## src/rtl/pipeline_pkg.sv

```systemverilog
// rtl/pipeline_pkg.sv - shared pipeline control-bit indices and MEM-stage FSM encoding
//
// Purpose : constants and types shared by the pipeline stages.
// Contents: CTL_* bit positions inside the 6-bit control word carried EX->MEM,
//           mem_state_t encoding of the memory-stage access FSM.
package pipeline_pkg;

    localparam int CTL_REG_WRITE  = 5;
    localparam int CTL_MEM_TO_REG = 4;
    localparam int CTL_BRANCH     = 3;
    localparam int CTL_MEM_READ   = 2;
    localparam int CTL_MEM_WRITE  = 1;

    typedef enum logic [1:0] {
        ST_IDLE = 2'd0,
        ST_REQ  = 2'd1,
        ST_WAIT = 2'd2,
        ST_DONE = 2'd3
    } mem_state_t;

endpackage

```

## src/rtl/mem_wb_reg.sv

```systemverilog
// rtl/mem_wb_reg.sv - MEM/WB pipeline register with bubble insertion on stall
//
// Purpose : holds the values handed from the memory stage to writeback.
//           While stall is high the control field is cleared (bubble) and the
//           data fields keep their previous value, so a held instruction is
//           written back exactly once, on the cycle stall drops.
// Ports   : clock, reset (async active-low), stall,
//           alu_result_in/read_data_in/reg_write_addr_in/control_in -> *_out.
module mem_wb_reg (
    input  logic        clock,
    input  logic        reset,
    input  logic        stall,
    input  logic [31:0] alu_result_in,
    input  logic [31:0] read_data_in,
    input  logic [4:0]  reg_write_addr_in,
    input  logic [1:0]  control_in,
    output logic [31:0] alu_result_out,
    output logic [31:0] read_data_out,
    output logic [4:0]  reg_write_addr_out,
    output logic [1:0]  control_out
);

    always_ff @(posedge clock or negedge reset) begin
        if (!reset) begin
            alu_result_out     <= 32'd0;
            read_data_out      <= 32'd0;
            reg_write_addr_out <= 5'd0;
            control_out        <= 2'b00;
        end else if (stall) begin
            control_out        <= 2'b00;
        end else begin
            alu_result_out     <= alu_result_in;
            read_data_out      <= read_data_in;
            reg_write_addr_out <= reg_write_addr_in;
            control_out        <= control_in;
        end
    end

endmodule

```

## src/rtl/mem_stage.sv

```systemverilog
// rtl/mem_stage.sv - memory-stage controller: dmem handshake, stall, branch resolve, MEM/WB
//
// Purpose : consumes EX/MEM outputs, runs one data-memory access per load/store
//           over a valid/ready request and valid-only response channel, stalls
//           EX/MEM while the access is in flight, and loads the MEM/WB register.
// Ports   : clock, reset (async active-low)
//           EX/MEM in : pc_branch_M, zero_flag_M, ALU_result_M, reg_read_data2_M,
//                       reg_write_addr_M, control_M
//           hazard/fetch out : stall_M, pcsrc_M, pc_branch_out
//           dmem : dmem_req_valid/ready, dmem_we, dmem_addr, dmem_wdata,
//                  dmem_rsp_valid, dmem_rsp_rdata
//           MEM/WB out : read_data_W, ALU_result_W, reg_write_addr_W, control_W
//           align_err : one-cycle pulse when a misaligned access is dropped
module mem_stage
    import pipeline_pkg::*;
#(
    parameter int ADDR_W      = 32,
    parameter int CHECK_ALIGN = 1
) (
    input  logic              clock,
    input  logic              reset,
    input  logic [31:0]       pc_branch_M,
    input  logic              zero_flag_M,
    input  logic [31:0]       ALU_result_M,
    input  logic [31:0]       reg_read_data2_M,
    input  logic [4:0]        reg_write_addr_M,
    input  logic [5:0]        control_M,
    output logic              stall_M,
    output logic              pcsrc_M,
    output logic [31:0]       pc_branch_out,
    output logic              dmem_req_valid,
    input  logic              dmem_req_ready,
    output logic              dmem_we,
    output logic [ADDR_W-1:0] dmem_addr,
    output logic [31:0]       dmem_wdata,
    input  logic              dmem_rsp_valid,
    input  logic [31:0]       dmem_rsp_rdata,
    output logic [31:0]       read_data_W,
    output logic [31:0]       ALU_result_W,
    output logic [4:0]        reg_write_addr_W,
    output logic [1:0]        control_W,
    output logic              align_err
);

    mem_state_t  state;
    logic [31:0] rdata_q;

    logic mem_read;
    logic mem_write;
    logic mem_op;
    logic addr_misaligned;
    logic misalign_drop;
    logic unused_bits;

    assign mem_read  = control_M[CTL_MEM_READ];
    assign mem_write = control_M[CTL_MEM_WRITE];
    assign mem_op    = mem_read | mem_write;

    assign addr_misaligned = (CHECK_ALIGN != 0) && (ALU_result_M[1:0] != 2'b00);
    assign misalign_drop   = (state == ST_IDLE) && mem_op && addr_misaligned;

    // Gated by reset so EX/MEM is released the instant reset asserts, even
    // though the held inputs may still describe a memory op.
    assign stall_M = reset &&
                     (((state == ST_IDLE) && mem_op && !addr_misaligned) ||
                      (state == ST_REQ) || (state == ST_WAIT));

    assign pcsrc_M       = control_M[CTL_BRANCH] & zero_flag_M;
    assign pc_branch_out = pc_branch_M;

    // Request fields come straight from EX/MEM; the stall keeps them stable
    // for the whole REQ phase.
    assign dmem_req_valid = (state == ST_REQ);
    assign dmem_we        = mem_write;
    assign dmem_addr      = ALU_result_M[ADDR_W-1:0];
    assign dmem_wdata     = reg_read_data2_M;

    assign unused_bits = ^{control_M[0], ALU_result_M};

    always_ff @(posedge clock or negedge reset) begin
        if (!reset) begin
            state     <= ST_IDLE;
            rdata_q   <= 32'd0;
            align_err <= 1'b0;
        end else begin
            align_err <= misalign_drop;
            case (state)
                ST_IDLE: begin
                    if (mem_op && !addr_misaligned) begin
                        state <= ST_REQ;
                    end
                end
                ST_REQ: begin
                    if (dmem_req_ready) begin
                        // A write needs no response; read+write counts as write.
                        state <= mem_write ? ST_DONE : ST_WAIT;
                    end
                end
                ST_WAIT: begin
                    if (dmem_rsp_valid) begin
                        rdata_q <= dmem_rsp_rdata;
                        state   <= ST_DONE;
                    end
                end
                ST_DONE: begin
                    state <= ST_IDLE;
                end
                default: begin
                    state <= ST_IDLE;
                end
            endcase
        end
    end

    logic [1:0]  wb_control;
    logic [31:0] wb_read_data;

    assign wb_control   = {control_M[CTL_REG_WRITE] & ~misalign_drop,
                           control_M[CTL_MEM_TO_REG]};
    assign wb_read_data = (state == ST_DONE) ? rdata_q : 32'd0;

    mem_wb_reg u_mem_wb_reg (
        .clock              (clock),
        .reset              (reset),
        .stall              (stall_M),
        .alu_result_in      (ALU_result_M),
        .read_data_in       (wb_read_data),
        .reg_write_addr_in  (reg_write_addr_M),
        .control_in         (wb_control),
        .alu_result_out     (ALU_result_W),
        .read_data_out      (read_data_W),
        .reg_write_addr_out (reg_write_addr_W),
        .control_out        (control_W)
    );

endmodule

```

## config.mk

```make
export PLATFORM = sky130hd
export DESIGN_NAME = mem_stage
export DESIGN_NICKNAME = d
export VERILOG_FILES = /design/src/rtl/pipeline_pkg.sv /design/src/rtl/mem_wb_reg.sv /design/src/rtl/mem_stage.sv
export SDC_FILE = /design/constraint.sdc
export NUM_CORES = 1
export LEC_CHECK = 0
export BUFFER_PORTS_ARGS = -buffer_cell sky130_fd_sc_hd__buf_4
export CAP_MARGIN = 10
export CORE_AREA = 4 4 119 121
export DETAILED_ROUTE_END_ITERATION = 6
export DIE_AREA = 0 0 123 125
export HOLD_SLACK_MARGIN = 0.15
export PLACE_DENSITY = 0.71
export SYNTH_ARGS = -nofsm -noshare
export SYNTH_HDL_FRONTEND = slang
export SYNTH_SLANG_ARGS = --single-unit
export TNS_END_PERCENT = 5
```

## constraint.sdc

```tcl
create_clock -name clock -period 6.2 [get_ports clock]
set_input_delay 0.62 -clock clock [delete_from_list [all_inputs] [get_ports clock]]
set_output_delay 0.62 -clock clock [all_outputs]
set_load 0.1 [all_outputs]
```

### Yosys cells after proc, flatten, opt, wreduce, memory -nomap -nowiden

Index checks and enable logic that the tools add are counted.

* muxes and demuxes: 7
* bitwise logic cells: 4
* reductions and logical operators: 12
* equal/unequal tests: 6

Operators with widths (count)
* $mux 32: 1
* $mux 2: 4
* $pmux 2 s4: 1
* $logic_and 1x1->1: 5
* $eq 2x2->1 const B: 2
* $ne 2x1->1 const B: 2
* $reduce_and 3->1: 1
* $and 1x1->1: 2
* $eq 2x1->1 const B: 1
* $logic_not 2->1: 1
* $logic_or 1x1->1: 2
* $ne 2x2->1 const B: 1
* $reduce_and 2->1: 1
* $reduce_bool 2->1: 1
* $logic_not 1->1: 1
* $mux 1: 1
* $not 1->1: 1
* $or 1x1->1: 1

* register bits after elaboration: 106

### Logic depth before layout (Yosys ltp)

Gate-level depths: netlist (run 1).

* word-level depth: 7
* depth in mapped cells: 10
* gate-level depth less buffers: 6

### By module

From an unflattened synthesis (run 1), not the netlist that was laid out.

* cell total of the unflattened synthesis: 378
* area total of the unflattened synthesis: 5485.3 um^2

By module, submodules not included
* mem_wb_reg: seq. area each 1776.7 um^2, cells each 150, instances 1, area each 2967.8 um^2
* mem_stage: seq. area each 875.8 um^2, cells each 228, instances 1, area each 2517.4 um^2

### Least setup slack after synthesis (run 1)

Ideal clock, no wire load.

* path kind: reg-to-output
* start point: reg state[1]
* end point: out stall_M
* arrival: 2360 ps
* cell stages (with the launch flop): 10
* path slack: 3220 ps
* buffers on the path: 4
* cells stage by stage: dfrtp_1 > inv_1 > ha_1 > inv_1 > o311a_1 > buf_6 > nor2b_4 > buf_6 > buf_8 > buf_6

* elaborated cells between the ends (all ways): 8
* those cells by class: eq/ne (2); reduce/logical (6)

RTL lines
* start: declaration: line mem_stage.sv:45 `mem_state_t state;`
* start signal: assignment: line mem_stage.sv:96 `state <= mem_write ? ST_DONE : ST_WAIT;`
* $eq 2x1->1
* via dmem_req_valid: line mem_stage.sv:31 `output logic dmem_req_valid,`
* $logic_or 1x1->1: line mem_stage.sv:65 `(((state == ST_IDLE) && mem_op && !addr_misaligned) ||`
* $logic_or 1x1->1: line mem_stage.sv:66 `(state == ST_REQ) || (state == ST_WAIT));`
* $logic_and 1x1->1: line mem_stage.sv:64 `assign stall_M = reset &&`
* end: declaration: line mem_stage.sv:28 `output logic stall_M,`

The timed path passes the listed nets, and every way through them passes these cells.

### Worst setup path in the final report (run 1)

* start point: reg state[0]
* end point: reg u_mem_wb_reg.alu_result_out[30]

* longest elaborated chain between the ends: 6
* elaborated cells between the ends (all ways): 8
* those cells by class: eq/ne (2); reduce/logical (6)

RTL lines
* $logic_not 2->1: line mem_stage.sv:65
* $logic_and 1x1->1 (2 in series): line mem_stage.sv:65
* $logic_or 1x1->1: line mem_stage.sv:65
* $logic_or 1x1->1 (*): line mem_stage.sv:66
* $logic_and 1x1->1 (*): line mem_stage.sv:64
* end signal: assignment: line mem_wb_reg.sv:32 `alu_result_out <= alu_result_in;`
* end: declaration: line mem_wb_reg.sv:17 `output logic [31:0] alu_result_out,`

Mark *: on every way between the ends. The rest lies on a longest branch, timed or not.
A chain may end at the register's enable or synchronous reset.

==> impl_results.html, run 1 <==
<table>
<tr><th>Metric</th><th>Value</th></tr>
<tr><th colspan="2">Outcome</th></tr>
<tr><td>Run status</td><td>completed</td></tr>
<tr><th colspan="2">Logic synthesis</th></tr>
<tr><td>Count of state elements after synthesis</td><td>106</td></tr>
<tr><td>Share of Yosys cell area claimed by the top area cell type</td><td>51.9%</td></tr>
<tr><td>Summed instance area of the synthesized netlist</td><td>5110 um2</td></tr>
<tr><td>Cell with the most instances after synthesis</td><td>dfrtp_1</td></tr>
<tr><td>Synth warnings</td><td>0</td></tr>
<tr><td>Asr flop ratio synth</td><td>100%</td></tr>
<tr><td>Largest area contributor in the netlist</td><td>dfrtp_1</td></tr>
<tr><td>Number of flops mapped to enable cells by yosys</td><td>0</td></tr>
<tr><td>Ranking of synthesized cells by area</td><td>dfrtp_1 (52%), buf_4 (14%), mux2_4 (8.8%)</td></tr>
<tr><td>Predominant post-synthesis flop cell</td><td>dfrtp_1</td></tr>
<tr><td>Synth Instances</td><td>424</td></tr>
<tr><td>Distinct cells, synth</td><td>28</td></tr>
<tr><td>Average cell area after synthesis</td><td>12.1 um2</td></tr>
<tr><td>List of most frequent post-synthesis cells</td><td>dfrtp_1 (106), buf_4 (97), nand2_1 (69), mux2_2 (35), o22ai_1 (33)</td></tr>
<tr><td>Syn nets</td><td>573</td></tr>
<tr><td>Sequential area share after synthesis</td><td>51.9%</td></tr>
<tr><th colspan="2">Critical path</th></tr>
<tr><td>Startpoint of the most critical setup path</td><td>state[0]</td></tr>
<tr><td>Cell family contributing the most delay on the critical path</td><td>buffers and inverters</td></tr>
<tr><td>Delay of the slowest critical-path stage</td><td>0.73 ns</td></tr>
<tr><td>Startpoint of the worst-slack reg-to-reg timing path</td><td>state[0]</td></tr>
<tr><td>Arr. time, crit path</td><td>3.14 ns</td></tr>
<tr><td>Crit path top cell by count</td><td>buf_4</td></tr>
<tr><td>Critical path buffers and inverters</td><td>3</td></tr>
<tr><td>Type of element capturing the critical path</td><td>register</td></tr>
<tr><td>Worst setup path end</td><td>u_mem_wb_reg.alu_result_out[30]</td></tr>
<tr><td>Number of gates on the worst path with buffers counted</td><td>8</td></tr>
<tr><td>Kind of start point of the critical path</td><td>register</td></tr>
<tr><td>Worst EP required</td><td>6.42 ns</td></tr>
<tr><td>Reg2Reg Capture Point</td><td>u_mem_wb_reg.alu_result_out[30]</td></tr>
<tr><td>Critical path class</td><td>reg2reg</td></tr>
<tr><td>Cell-by-cell listing of the critical path</td><td>inv_1 -&gt; ha_1 -&gt; o21ai_2 -&gt; o311a_1 -&gt; buf_4 -&gt; nor2b_4 -&gt; buf_4 -&gt; mux2_1</td></tr>
<tr><td>Depth of the worst register-to-register path</td><td>8</td></tr>
<tr><td>R2R Setup Slk</td><td>3.29 ns</td></tr>
<tr><td>CP max stage cell</td><td>buf_4</td></tr>
<tr><td>Crit path max fanout</td><td>68</td></tr>
<tr><th colspan="2">Timing</th></tr>
<tr><td>Final max-slew violation count</td><td>0</td></tr>
<tr><td>TNS Setup</td><td>0 ns</td></tr>
<tr><td>Final number of hold-violating endpoints</td><td>0</td></tr>
<tr><td>Setup repair after global routing missed its margin</td><td>false</td></tr>
<tr><td>Clock Skews</td><td>0.00882 ns</td></tr>
<tr><td>Actual transition at the worst max-transition pin</td><td>0.995 ns</td></tr>
<tr><td>Worst slew margin relative to its limit</td><td>33.7%</td></tr>
<tr><td>Final setup violation count</td><td>0</td></tr>
<tr><td>Period Utilization, post-route</td><td>47.0%</td></tr>
<tr><td>Maximum achievable frequency</td><td>343 MHz</td></tr>
<tr><td>Worst Hold Margin</td><td>0.352 ns</td></tr>
<tr><td>Post-layout minimum cycle time</td><td>2.91 ns</td></tr>
<tr><th colspan="2">Routing</th></tr>
<tr><td>Total iterations of the first detailed-routing run</td><td>4</td></tr>
<tr><td>Number of vias after detailed routing</td><td>3307</td></tr>
<tr><td>DRC violation count after routing</td><td>0</td></tr>
<tr><td>Routed via count divided by cell count</td><td>4.81</td></tr>
<tr><td>Average wire per standard cell</td><td>18.4 um</td></tr>
<tr><td>Final WL</td><td>12.6 mm</td></tr>
<tr><td>Starting DRC count in detailed routing</td><td>128</td></tr>
<tr><td>Antenna Violating Nets Remaining</td><td>0</td></tr>
<tr><th colspan="2">Clock tree</th></tr>
<tr><td>Clock network latency to the later pin of the worst-skew pair</td><td>0.34 ns</td></tr>
<tr><td>TritonCTS Buffers</td><td>9</td></tr>
<tr><td>PostCTS Resize Cnt</td><td>0</td></tr>
<tr><td>CTS HTree Levels</td><td>3</td></tr>
<tr><td>Clock tree from TritonCTS</td><td>built</td></tr>
<tr><td>Clock sink count</td><td>106</td></tr>
<tr><td>Clock transition at the register clock pins on the worst setup and hold paths after CTS</td><td>0.07 ns</td></tr>
<tr><td>CTS Hold Buffers Added</td><td>0</td></tr>
<tr><td>Buffers from clock root to sink, at most</td><td>2</td></tr>
<tr><td>Buffer count from post-CTS setup fixing</td><td>0</td></tr>
<tr><td>Root cell of the clock tree</td><td>clkbuf_16</td></tr>
<tr><th colspan="2">GRT</th></tr>
<tr><td>Global route overflow</td><td>0</td></tr>
<tr><td>Number of antenna violations at the first check in global routing</td><td>0</td></tr>
<tr><td>GR Util All Layers</td><td>15.8%</td></tr>
<tr><td>Largest net degree at the start of global routing</td><td>77</td></tr>
<tr><td>Vias in the first global route</td><td>3315</td></tr>
<tr><td>Global-route wire length before repair</td><td>18.7 mm</td></tr>
<tr><th colspan="2">Worst hold path</th></tr>
<tr><td>Tightest Hold Check Type</td><td>in2async</td></tr>
<tr><th colspan="2">Layout</th></tr>
<tr><td>Final std cell area, no fill</td><td>6130 um2</td></tr>
<tr><td>Synth-to-layout area growth</td><td>19.9%</td></tr>
<tr><td># diodes</td><td>0</td></tr>
<tr><td>Post-layout instance count excluding filler cells</td><td>687</td></tr>
<tr><td>Number of nets at the end of the flow</td><td>656</td></tr>
<tr><td>Share of cells above drive strength 1</td><td>53.2%</td></tr>
<tr><th colspan="2">Floorplan</th></tr>
<tr><td>Standard cell core area</td><td>13100 um2</td></tr>
<tr><td>Count of pins on the block boundary</td><td>316</td></tr>
<tr><td>Die Area</td><td>15400 um2</td></tr>
<tr><td>Site Rows</td><td>42</td></tr>
<tr><td>Height of the die</td><td>125 um</td></tr>
<tr><td>Starting density of the core</td><td>39.1%</td></tr>
<tr><td>Die extent in x</td><td>123 um</td></tr>
<tr><th colspan="2">Place</th></tr>
<tr><td>Final RePlAce weighted congestion</td><td>0.797</td></tr>
<tr><td>Count of placed standard cells including taps</td><td>672</td></tr>
<tr><td>Standard cell area after detailed placement</td><td>5860 um2</td></tr>
<tr><td>Count of port buffers added during placement</td><td>186</td></tr>
<tr><td>DP HPWL</td><td>9.22 mm</td></tr>
<tr><th colspan="2">Flow run</th></tr>
<tr><td>Maximum Capacitance Violations</td><td>0</td></tr>
</table>
[registers in the layout, summed over array words and instances (netlist names)]
| register | count |
|---|---|
| align_err | 1 |
| rdata_q | 32 |
| state | 2 |
| u_mem_wb_reg.alu_result_out | 32 |
| u_mem_wb_reg.control_out | 2 |
| u_mem_wb_reg.read_data_out | 32 |
| u_mem_wb_reg.reg_write_addr_out | 5 |
[cell type report]
cell class | instances | area [um2]
fillers | 1209 | 6960
repair buffers | 191 | 1430
clock buffers | 11 | 243
well taps | 176 | 220
clock inverters | 4 | 27.5
multi-input cells | 195 | 1540
inverters | 4 | 15.0
flip-flops and latches | 106 | 2650
[worst min-delay path by stage]
stage	from	endpoint	slack, ns
6_report	reset	align_err	0.35
5_1_grt	reset	u_mem_wb_reg.alu_result_out[1]	0.42
4_1_cts	reset	align_err	0.38
3_5_place_dp	u_mem_wb_reg.alu_result_out[11]	u_mem_wb_reg.alu_result_out[11]	0.49
3_3_place_gp	u_mem_wb_reg.alu_result_out[30]	u_mem_wb_reg.alu_result_out[30]	0.48
2_1_floorplan	reset	align_err	0.32
[cells in the final DEF, fill, tap and decap left out]
master     Yosys  final
buf_4         97    191
dfrtp_1      106    106
nand2_1       69     69
mux2_2        35     35
o22ai_1       33     33
mux2_4        30     30
clkbuf_16      0      9
ha_1           5      5
inv_1          4      4
nor2_1         4      4
o21ai_0        3      3
mux2_1         3      3
nor2b_1        2      2
clkinv_2       0      2
o21ai_2        1      1
o311a_1        1      1
nor2b_4        1      1
and2_1         1      1
nor3_1         1      1
a21oi_1        1      1
o31ai_1        1      1
nor3b_1        1      1
a211o_1        1      1
nand2b_1       1      1
o22a_1         1      1
clkbuf_1      10      1
clkbuf_8       0      1
inv_6          0      1
clkinv_4       0      1
[layer usage]
layer  track usage (%)  up-vias  routed length (um)
li1                  -     1487                   -
met2              25.5      220                6140
met3              9.39       14                2020
met1              17.0     1586                4260
met5                 0        -                   0
met4              5.86        0                 202
[per-stage QoR]
step                util, %  setup WS (ns)
finish                 46.8           3.29
global route           46.8           3.12
CTS                    46.8           3.30
detailed placement     44.8           3.22
global placement       44.8           3.35
floorplan                 -           3.22
[worst register-to-register path: stages, from the launching register on]
cell	delay, ns
dfrtp_1	0.41
inv_1	0.14
ha_1	0.21
o21ai_2	0.09
o311a_1	0.29
buf_4	0.26
nor2b_4	0.16
buf_4	0.73
mux2_1	0.50
[cell families after synthesis]
group                      after synthesis  share of synthesized area [%]
and+or+nand+nor                         80                           6.36
buffers and inverters                  123                           18.1
adders and majority gates                5                           1.22
muxes                                   68                           17.2
DFF                                    106                           51.9
AOI/OAI and AO/OA                       42                           5.29
Power of run 1 is not shown: default switching activity piles up to over one toggle a cycle in this logic, so the estimate is an artifact.
==> inputs of run 2 (changes only) <==
Settings changed: ABC_AREA from default to 1, CORE_AREA 4 4 119 121 to default, CORE_MARGIN from default to 4, CORE_UTILIZATION from default to 40, DIE_AREA 0 0 123 125 to default, PLACE_DENSITY 0.71 to 0.74.
Clock period 6.2 ns to 2.41 ns, I/O delays scaled along.
==> run 2 against run 1 <==
Cell count rose by 33%. Sequential share of layout area fell by 6.2 points. Non-clock buffer count rose by 77. First-iteration DRC count rose by 80%. Synthesized cell count rose by 36%. Design area rose by 17%. Wire length rose by 13%. Hold slack got worse by 0.076 ns. Die area fell by 0.43%. Global-route usage rose by 1.9 points. Register-to-register slack got worse by 2.6 ns. Critical endpoint is now stall_M. Highest routed layer unchanged.
==> impl_results.html, run 2 <==
<table>
<tr><th>Metric</th><th>Value</th></tr>
<tr><th colspan="2">Timing</th></tr>
<tr><td>Final number of hold-violating endpoints</td><td>0</td></tr>
<tr><td>Worst slew margin relative to its limit</td><td>71.0%</td></tr>
<tr><td>Maximum achievable frequency</td><td>501 MHz</td></tr>
<tr><td>Final max-slew violation count</td><td>0</td></tr>
<tr><td>Setup repair after global routing missed its margin</td><td>false</td></tr>
<tr><td>Post-layout minimum cycle time</td><td>2.00 ns</td></tr>
<tr><td>Final WS setup</td><td>0.413 ns</td></tr>
<tr><td>TNS Setup</td><td>0 ns</td></tr>
<tr><td>Period Utilization, post-route</td><td>82.9%</td></tr>
<tr><td>Final setup violation count</td><td>0</td></tr>
<tr><td>Clock Skews</td><td>0.0115 ns</td></tr>
<tr><td>Actual transition at the worst max-transition pin</td><td>0.435 ns</td></tr>
<tr><th colspan="2">Layout</th></tr>
<tr><td>Most common library cell in the layout ignoring fill and taps</td><td>buf_4</td></tr>
<tr><td>Final std cell area, no fill</td><td>7140 um2</td></tr>
<tr><td>Share of cells above drive strength 1</td><td>31.3%</td></tr>
<tr><td># diodes</td><td>0</td></tr>
<tr><td>Synth-to-layout area growth</td><td>33.3%</td></tr>
<tr><td>Commonest non-fill, non-tap cells in the layout</td><td>buf_4 (193), nand2_1 (183), dfrtp_1 (106)</td></tr>
<tr><td>Biggest regs</td><td>rdata_q: 32 flops, u_mem_wb_reg.alu_result_out: 32 flops, u_mem_wb_reg.read_data_out: 32 flops</td></tr>
<tr><td>Post-layout instance count excluding filler cells</td><td>912</td></tr>
<tr><td>Number of nets at the end of the flow</td><td>880</td></tr>
<tr><td>Layout fillers</td><td>1173</td></tr>
<tr><th colspan="2">Logic synthesis</th></tr>
<tr><td>List of most frequent post-synthesis cells</td><td>nand2_1 (183), dfrtp_1 (106), buf_4 (103), nand3_1 (63), inv_1 (43)</td></tr>
<tr><td>Largest area contributor in the netlist</td><td>dfrtp_1</td></tr>
<tr><td>Number of flops mapped to enable cells by yosys</td><td>0</td></tr>
<tr><td>Adder-cell share of the synthesized area</td><td>1.17%</td></tr>
<tr><td>Main combinational cell family by area after synthesis</td><td>simple AND/OR/NAND/NOR gates</td></tr>
<tr><td>Summed instance area of the synthesized netlist</td><td>5360 um2</td></tr>
<tr><td>Predominant post-synthesis flop cell</td><td>dfrtp_1</td></tr>
<tr><td>Distinct cells, synth</td><td>19</td></tr>
<tr><td>Xor-xnor portion of the synthesized cell area</td><td>0%</td></tr>
<tr><td>Cell with the most instances after synthesis</td><td>nand2_1</td></tr>
<tr><td>Synth Instances</td><td>577</td></tr>
<tr><td>Complex-gate fraction of the synthesized area</td><td>0.0934%</td></tr>
<tr><td>Ranking of synthesized cells by area</td><td>dfrtp_1 (50%), buf_4 (14%), nand2_1 (13%)</td></tr>
<tr><td>Simple-Gate Fraction of Synth Area</td><td>21.7%</td></tr>
<tr><td>Mux cell area share after synthesis</td><td>6.73%</td></tr>
<tr><td>Syn nets</td><td>726</td></tr>
<tr><td>Synth warnings</td><td>0</td></tr>
<tr><td>Sequential area share after synthesis</td><td>49.5%</td></tr>
<tr><td>Share of Yosys cell area claimed by the top area cell type</td><td>49.5%</td></tr>
<tr><td>Count of state elements after synthesis</td><td>106</td></tr>
<tr><td>Asr flop ratio synth</td><td>100%</td></tr>
<tr><td>Average cell area after synthesis</td><td>9.29 um2</td></tr>
<tr><th colspan="2">Clock tree</th></tr>
<tr><td>PostCTS Resize Cnt</td><td>0</td></tr>
<tr><td>CTS HTree Levels</td><td>3</td></tr>
<tr><td>TritonCTS Buffers</td><td>9</td></tr>
<tr><td>Clock sink count</td><td>106</td></tr>
<tr><td>Buffer count from post-CTS setup fixing</td><td>0</td></tr>
<tr><td>Clock transition at the register clock pins on the worst setup and hold paths after CTS</td><td>0.08 ns</td></tr>
<tr><td>Buffers from clock root to sink, at most</td><td>2</td></tr>
<tr><td>CTS Hold Buffers Added</td><td>72</td></tr>
<tr><td>Root cell of the clock tree</td><td>clkbuf_16</td></tr>
<tr><td>Clock tree from TritonCTS</td><td>built</td></tr>
<tr><td>Clock network latency to the later pin of the worst-skew pair</td><td>0.35 ns</td></tr>
<tr><th colspan="2">Critical path</th></tr>
<tr><td>Critical path class</td><td>reg2out</td></tr>
<tr><td>Cell-by-cell listing of the critical path</td><td>inv_1 -&gt; ha_1 -&gt; nand3_2 -&gt; nand2_4 -&gt; nand2_4 -&gt; inv_2 -&gt; buf_4</td></tr>
<tr><td>Crit path max fanout</td><td>5</td></tr>
<tr><td>Startpoint of the worst-slack reg-to-reg timing path</td><td>state[0]</td></tr>
<tr><td>CP max stage cell</td><td>dfrtp_1</td></tr>
<tr><td>Arr. time, crit path</td><td>1.76 ns</td></tr>
<tr><td>Startpoint of the most critical setup path</td><td>state[0]</td></tr>
<tr><td>Type of element capturing the critical path</td><td>output port</td></tr>
<tr><td>Delay of the slowest critical-path stage</td><td>0.44 ns</td></tr>
<tr><td>Kind of start point of the critical path</td><td>register</td></tr>
<tr><td>Crit path top cell by count</td><td>nand2_4</td></tr>
<tr><td>Worst EP required</td><td>2.17 ns</td></tr>
<tr><th colspan="2">Place</th></tr>
<tr><td>Pre-CTS worst setup slack</td><td>0.669 ns</td></tr>
<tr><td>Count of placed standard cells including taps</td><td>824</td></tr>
<tr><td>Count of port buffers added during placement</td><td>186</td></tr>
<tr><td>Final RePlAce weighted congestion</td><td>0.786</td></tr>
<tr><td>Standard cell area after detailed placement</td><td>6130 um2</td></tr>
<tr><td>DP HPWL</td><td>9.84 mm</td></tr>
<tr><th colspan="2">Worst hold path</th></tr>
<tr><td>Tightest Hold Check Type</td><td>in2reg</td></tr>
<tr><td>Hold path startpoint</td><td>control_M[1]</td></tr>
<tr><th colspan="2">Flow run</th></tr>
<tr><td>Maximum Capacitance Violations</td><td>0</td></tr>
<tr><th colspan="2">GRT</th></tr>
<tr><td>Number of antenna violations at the first check in global routing</td><td>0</td></tr>
<tr><td>GR Util All Layers</td><td>17.8%</td></tr>
<tr><td>Global-route wire length before repair</td><td>20.5 mm</td></tr>
<tr><td>Largest net degree at the start of global routing</td><td>92</td></tr>
<tr><td>Vias in the first global route</td><td>3887</td></tr>
<tr><td>Global route overflow</td><td>0</td></tr>
<tr><th colspan="2">Routing</th></tr>
<tr><td>Average wire per standard cell</td><td>15.6 um</td></tr>
<tr><td>Total iterations of the first detailed-routing run</td><td>4</td></tr>
<tr><td>Final WL</td><td>14.2 mm</td></tr>
<tr><td>Starting DRC count in detailed routing</td><td>230</td></tr>
<tr><td>Antenna Violating Nets Remaining</td><td>0</td></tr>
<tr><td>Number of vias after detailed routing</td><td>4182</td></tr>
<tr><td>DRC violation count after routing</td><td>0</td></tr>
<tr><td>Routed via count divided by cell count</td><td>4.59</td></tr>
<tr><th colspan="2">Power and ir drop</th></tr>
<tr><td>Maximum resistive drop on vdd</td><td>0.921 mV</td></tr>
<tr><td>Leakage power</td><td>3.95 nW</td></tr>
<tr><td>Tot Pwr</td><td>0.0108 W</td></tr>
<tr><td>Power per Cell Area</td><td>1510 nW/um2</td></tr>
<tr><th colspan="2">Floorplan</th></tr>
<tr><td>Site Rows</td><td>42</td></tr>
<tr><td>Standard cell core area</td><td>13200 um2</td></tr>
<tr><td>Starting density of the core</td><td>40.6%</td></tr>
<tr><td>Count of pins on the block boundary</td><td>316</td></tr>
<tr><td>Die extent in x</td><td>124 um</td></tr>
<tr><td>Die Area</td><td>15300 um2</td></tr>
<tr><td>Height of the die</td><td>124 um</td></tr>
<tr><th colspan="2">Outcome</th></tr>
<tr><td>Run status</td><td>completed</td></tr>
</table>
## run 2: cell types whose count changed after synthesis, moves of 3 or more
| cell | before | now |
|---|---|---|
| mux2_4 | 30 | 0 |
| o22ai_1 | 33 | 0 |
| nand2_1 | 69 | 183 |
| buf_4 | 97 | 103 |
| buf_1 | 3 | 0 |
| buf_2 | 0 | 5 |
| inv_1 | 4 | 43 |
| nand3_2 | 0 | 11 |
| mux2_2 | 35 | 2 |
| mux2_1 | 3 | 30 |
| nand3_1 | 0 | 63 |
## run 2: logic make-up (layout without fill, tap and decap cells)
logic type	Yosys count	after routing
AO/OA/AOI/OAI	1	1
AND/OR/NAND/NOR	264	264
multiplexers	32	32
buffers and inverters	169	328
flip-flops	106	106
adder cells (fa/ha/maj)	5	5
## run 2: power breakdown
group	switching, W	total, W	internal [W]
clock	0.000719	0.00145	0.000730
combinational	0.00504	0.00643	0.00140
sequential	0.000410	0.00292	0.00251
## run 2: final timing paths
check                                                  end  slack (ns)  cells past startpoint
setup / recovery                                   stall_M        0.41                      7
max in group asynchronous  u_mem_wb_reg.alu_result_out[16]        1.56                      3
hold / removal                                    state[0]        0.28                      5
min in group asynchronous      u_mem_wb_reg.control_out[1]        0.48                      3
setup reg to reg            u_mem_wb_reg.alu_result_out[6]        0.65                      8
hold reg to reg                                rdata_q[14]        0.49                      1
## run 2: layer usage
layer / vias up / track usage [%] / wire [um]
li1: 2005 / - / -
met1: 1959 / 20.4 / 5160
met2: 188 / 30.7 / 7460
met3: 30 / 5.86 / 1260
met4: 0 / 6.71 / 336
met5: - / 0 / 0
## run 2: critical path, delay by kind of cell (launching register included)
family / cells / cell delay [ns]
buf+inv: 3 / 0.49
flops: 1 / 0.44
simple gates: 3 / 0.25
fa+ha+maj: 1 / 0.22
## run 2: final cells by class
class	count	area [um2]	share of cell area (%)
Sequential cell	106	2650	37.1
Timing Repair Buffer	268	2220	31.1
Multi-Input combinational cell	302	1600	22.3
Clock buffer	9	225	3.15
Tap cell	176	220	3.08
Inverter	44	165	2.31
Clock inverter	7	65.1	0.911
## run 2: through the flow
stage	hold slack [ns]	util, %
floorplan	-0.0546	-
global placement	0.315	46.5
detailed placement	0.318	46.5
CTS	0.265	54.2
global route	0.303	54.2
finish	0.276	54.2
(Power assumes the default switching activity.)
==> inputs of run 3 (changes only) <==
Settings changed: CORE_AREA from default to 4 4 119 121, CORE_MARGIN 4 to default, CORE_UTILIZATION 40 to default, DIE_AREA from default to 0 0 123 125, PLACE_DENSITY 0.74 to 0.73.
Clock period 2.41 ns to 1.9 ns, I/O delays scaled along.
==> run 3 against run 2 <==
First-iteration DRC count is 37% lower. Cell count grew 0.22%. Sequential share of layout area decreased by 0.57 points. Wire length rose by 11%. Global-route usage grew 2.1 points. Die area grew 0.43%.
==> impl_results.html, run 3 (synthesis results as in run 2) <==
<table>
<tr><th>Metric</th><th>Value</th></tr>
<tr><th colspan="2">Clock tree</th></tr>
<tr><td>Clock sink count</td><td>106</td></tr>
<tr><td>Buffers from clock root to sink, at most</td><td>2</td></tr>
<tr><td>Clock network latency to the later pin of the worst-skew pair</td><td>0.35 ns</td></tr>
<tr><td>Clock tree from TritonCTS</td><td>built</td></tr>
<tr><td>CTS HTree Levels</td><td>3</td></tr>
<tr><td>Clock transition at the register clock pins on the worst setup and hold paths after CTS</td><td>0.07 ns</td></tr>
<tr><td>TritonCTS Buffers</td><td>9</td></tr>
<tr><td>Root cell of the clock tree</td><td>clkbuf_16</td></tr>
<tr><th colspan="2">Timing</th></tr>
<tr><td>Final WS setup</td><td>0.0636 ns</td></tr>
<tr><td>Post-layout minimum cycle time</td><td>1.84 ns</td></tr>
<tr><td>Clock Skews</td><td>0.00948 ns</td></tr>
<tr><td>Final max-slew violation count</td><td>0</td></tr>
<tr><td>TNS Setup</td><td>0 ns</td></tr>
<tr><td>Final number of hold-violating endpoints</td><td>0</td></tr>
<tr><td>Setup repair after global routing missed its margin</td><td>false</td></tr>
<tr><td>Period Utilization, post-route</td><td>96.7%</td></tr>
<tr><td>Maximum achievable frequency</td><td>545 MHz</td></tr>
<tr><td>Final setup violation count</td><td>0</td></tr>
<tr><td>Actual transition at the worst max-transition pin</td><td>0.380 ns</td></tr>
<tr><td>Worst slew margin relative to its limit</td><td>74.7%</td></tr>
<tr><th colspan="2">Power and ir drop</th></tr>
<tr><td>Tot Pwr</td><td>0.0141 W</td></tr>
<tr><td>Net Sw Power</td><td>0.00792 W</td></tr>
<tr><td>Power per Cell Area</td><td>1940 nW/um2</td></tr>
<tr><td>Logic gate share of total power</td><td>59.7%</td></tr>
<tr><td>Clock group share of total power</td><td>13.7%</td></tr>
<tr><td>Maximum resistive drop on vdd</td><td>1.38 mV</td></tr>
<tr><td>Cell internal pwr</td><td>0.00618 W</td></tr>
<tr><td>Switching part of the total power</td><td>56.2%</td></tr>
<tr><td>Leakage power</td><td>3.99 nW</td></tr>
<tr><td>Sequential group share of total power</td><td>26.6%</td></tr>
<tr><th colspan="2">Routing</th></tr>
<tr><td>Length of routed met3 wiring</td><td>1.99 mm</td></tr>
<tr><td>Average wire per standard cell</td><td>17.2 um</td></tr>
<tr><td>Final WL</td><td>15.7 mm</td></tr>
<tr><td>DRC violation count after routing</td><td>0</td></tr>
<tr><td>Starting DRC count in detailed routing</td><td>144</td></tr>
<tr><td>DRT met1 WL</td><td>5.36 mm</td></tr>
<tr><td>Total iterations of the first detailed-routing run</td><td>4</td></tr>
<tr><td>Routed via count divided by cell count</td><td>4.71</td></tr>
<tr><td>Top routing layer used</td><td>met4</td></tr>
<tr><td>Routed length on met2</td><td>8.04 mm</td></tr>
<tr><td>Antenna Violating Nets Remaining</td><td>0</td></tr>
<tr><td>Number of vias after detailed routing</td><td>4301</td></tr>
<tr><th colspan="2">Place</th></tr>
<tr><td>Count of port buffers added during placement</td><td>186</td></tr>
<tr><td>Pre-CTS worst setup slack</td><td>0.182 ns</td></tr>
<tr><td>Final RePlAce weighted congestion</td><td>0.834</td></tr>
<tr><td>DP HPWL</td><td>11.1 mm</td></tr>
<tr><th colspan="2">Layout</th></tr>
<tr><td>FF+latch area</td><td>2660 um2</td></tr>
<tr><td>Utilization after layout</td><td>55.5%</td></tr>
<tr><td>Commonest non-fill, non-tap cells in the layout</td><td>buf_4 (190), nand2_1 (183), dfrtp_1 (104)</td></tr>
<tr><td>Share of cells above drive strength 1</td><td>32.1%</td></tr>
<tr><td>Synth-to-layout area growth</td><td>35.6%</td></tr>
<tr><td>Biggest regs</td><td>rdata_q: 32 flops, u_mem_wb_reg.alu_result_out: 32 flops, u_mem_wb_reg.read_data_out: 32 flops</td></tr>
<tr><td>Footprint of the multi-input gates</td><td>1620 um2</td></tr>
<tr><td>Number of nets at the end of the flow</td><td>882</td></tr>
<tr><td>Layout fillers</td><td>1104</td></tr>
<tr><td># diodes</td><td>0</td></tr>
<tr><td>Most common library cell in the layout ignoring fill and taps</td><td>buf_4</td></tr>
<tr><th colspan="2">Critical path</th></tr>
<tr><td>Reg2Reg Capture Point</td><td>u_mem_wb_reg.reg_write_addr_out[2]</td></tr>
<tr><td>Arr. time, crit path</td><td>1.65 ns</td></tr>
<tr><td>Kind of start point of the critical path</td><td>register</td></tr>
<tr><td>Depth of the worst register-to-register path</td><td>7</td></tr>
<tr><td>Critical path class</td><td>reg2out</td></tr>
<tr><td>Crit path max fanout</td><td>4</td></tr>
<tr><td>R2R Setup Slk</td><td>0.30 ns</td></tr>
<tr><td>Type of element capturing the critical path</td><td>output port</td></tr>
<tr><td>Startpoint of the worst-slack reg-to-reg timing path</td><td>state[0]</td></tr>
<tr><td>Worst EP required</td><td>1.71 ns</td></tr>
<tr><th colspan="2">Floorplan</th></tr>
<tr><td>Standard cell core area</td><td>13100 um2</td></tr>
<tr><td>Starting density of the core</td><td>40.9%</td></tr>
<tr><td>Height of the die</td><td>125 um</td></tr>
<tr><td>Count of pins on the block boundary</td><td>316</td></tr>
<tr><td>Die Area</td><td>15400 um2</td></tr>
<tr><td>Site Rows</td><td>42</td></tr>
<tr><td>Die extent in x</td><td>123 um</td></tr>
<tr><th colspan="2">GRT</th></tr>
<tr><td>GR Util All Layers</td><td>19.9%</td></tr>
<tr><td>Global route overflow</td><td>0</td></tr>
<tr><td>Global-route wire length before repair</td><td>23.7 mm</td></tr>
<tr><td>Largest net degree at the start of global routing</td><td>64</td></tr>
<tr><td>Vias in the first global route</td><td>4333</td></tr>
<tr><td>Number of antenna violations at the first check in global routing</td><td>0</td></tr>
<tr><th colspan="2">Outcome</th></tr>
<tr><td>Run status</td><td>completed</td></tr>
<tr><th colspan="2">Worst hold path</th></tr>
<tr><td>Hold path startpoint</td><td>control_M[1]</td></tr>
<tr><td>Tightest Hold Check Type</td><td>in2reg</td></tr>
<tr><td>Hold depth</td><td>5</td></tr>
<tr><td>Terminating pin of the worst hold path</td><td>state[0]</td></tr>
<tr><th colspan="2">Flow run</th></tr>
<tr><td>Maximum Capacitance Violations</td><td>0</td></tr>
</table>
## run 3: through the flow
stage | hold slack, ns | instance area (um2) | std cells
CTS | 0.233 | 7240 | 912
detailed placement | 0.0942 | 6200 | 824
finish | 0.247 | 7260 | 914
floorplan | -0.106 | 5370 | 577
global placement | 0.0914 | 6200 | 824
global route | 0.293 | 7260 | 914
## run 3: repair_timing
item | CTS | global route
pin swaps | 0 | 1
endpoints found under the setup margin | 1 | 1
resized for setup | 8 | 2
cloned | 0 | 0
setup buffers | 0 | 2
hold buffers | 72 | 0
hold endpoints to repair | 177 | 0
## run 3: power groups by stage
stage | registers, W | logic, W | clock network [W]
floorplan | 0.00770 | 0.00322 | 0
CTS | 0.00375 | 0.00840 | 0.00197
global placement | 0.00371 | 0.00810 | 0
detailed placement | 0.00377 | 0.00822 | 0
finish | 0.00375 | 0.00843 | 0.00193
global route | 0.00385 | 0.00881 | 0.00209
## run 3: per-layer routing
metal | vias up | global-route usage (%)
met3 | 26 | 9.49
met4 | 0 | 6.64
met5 | - | 0
met1 | 2056 | 20.6
li1 | 2002 | -
met2 | 217 | 34.9
## run 3: worst max path at each step
stage                         from                                 end  slack (ns)
after floorplan           state[1]         u_mem_wb_reg.control_out[0]        0.10
after global placement    state[0]                             stall_M        0.27
after detailed placement  state[0]  u_mem_wb_reg.reg_write_addr_out[3]        0.18
after CTS                 state[0]                             stall_M        0.03
after global routing      state[0]                             stall_M       0.005
final                     state[0]                             stall_M        0.06
## run 3: critical path, stage by stage, from the launching register on
cell     delay (ns)
dfrtp_2        0.44
buf_4          0.16
ha_4           0.17
nor2_2         0.13
nand2_4        0.09
nand2_4        0.11
inv_4          0.06
buf_12         0.16
## run 3: layout make-up
| class | instances | area share (%) |
|---|---|---|
| Clock inverter | 6 | 0.999 |
| Timing Repair Buffer | 270 | 31.6 |
| Inverter | 44 | 2.31 |
| Sequential cell | 106 | 36.6 |
| Multi-Input combinational cell | 302 | 22.3 |
| Tap cell | 176 | 3.03 |
| Clock buffer | 10 | 3.15 |
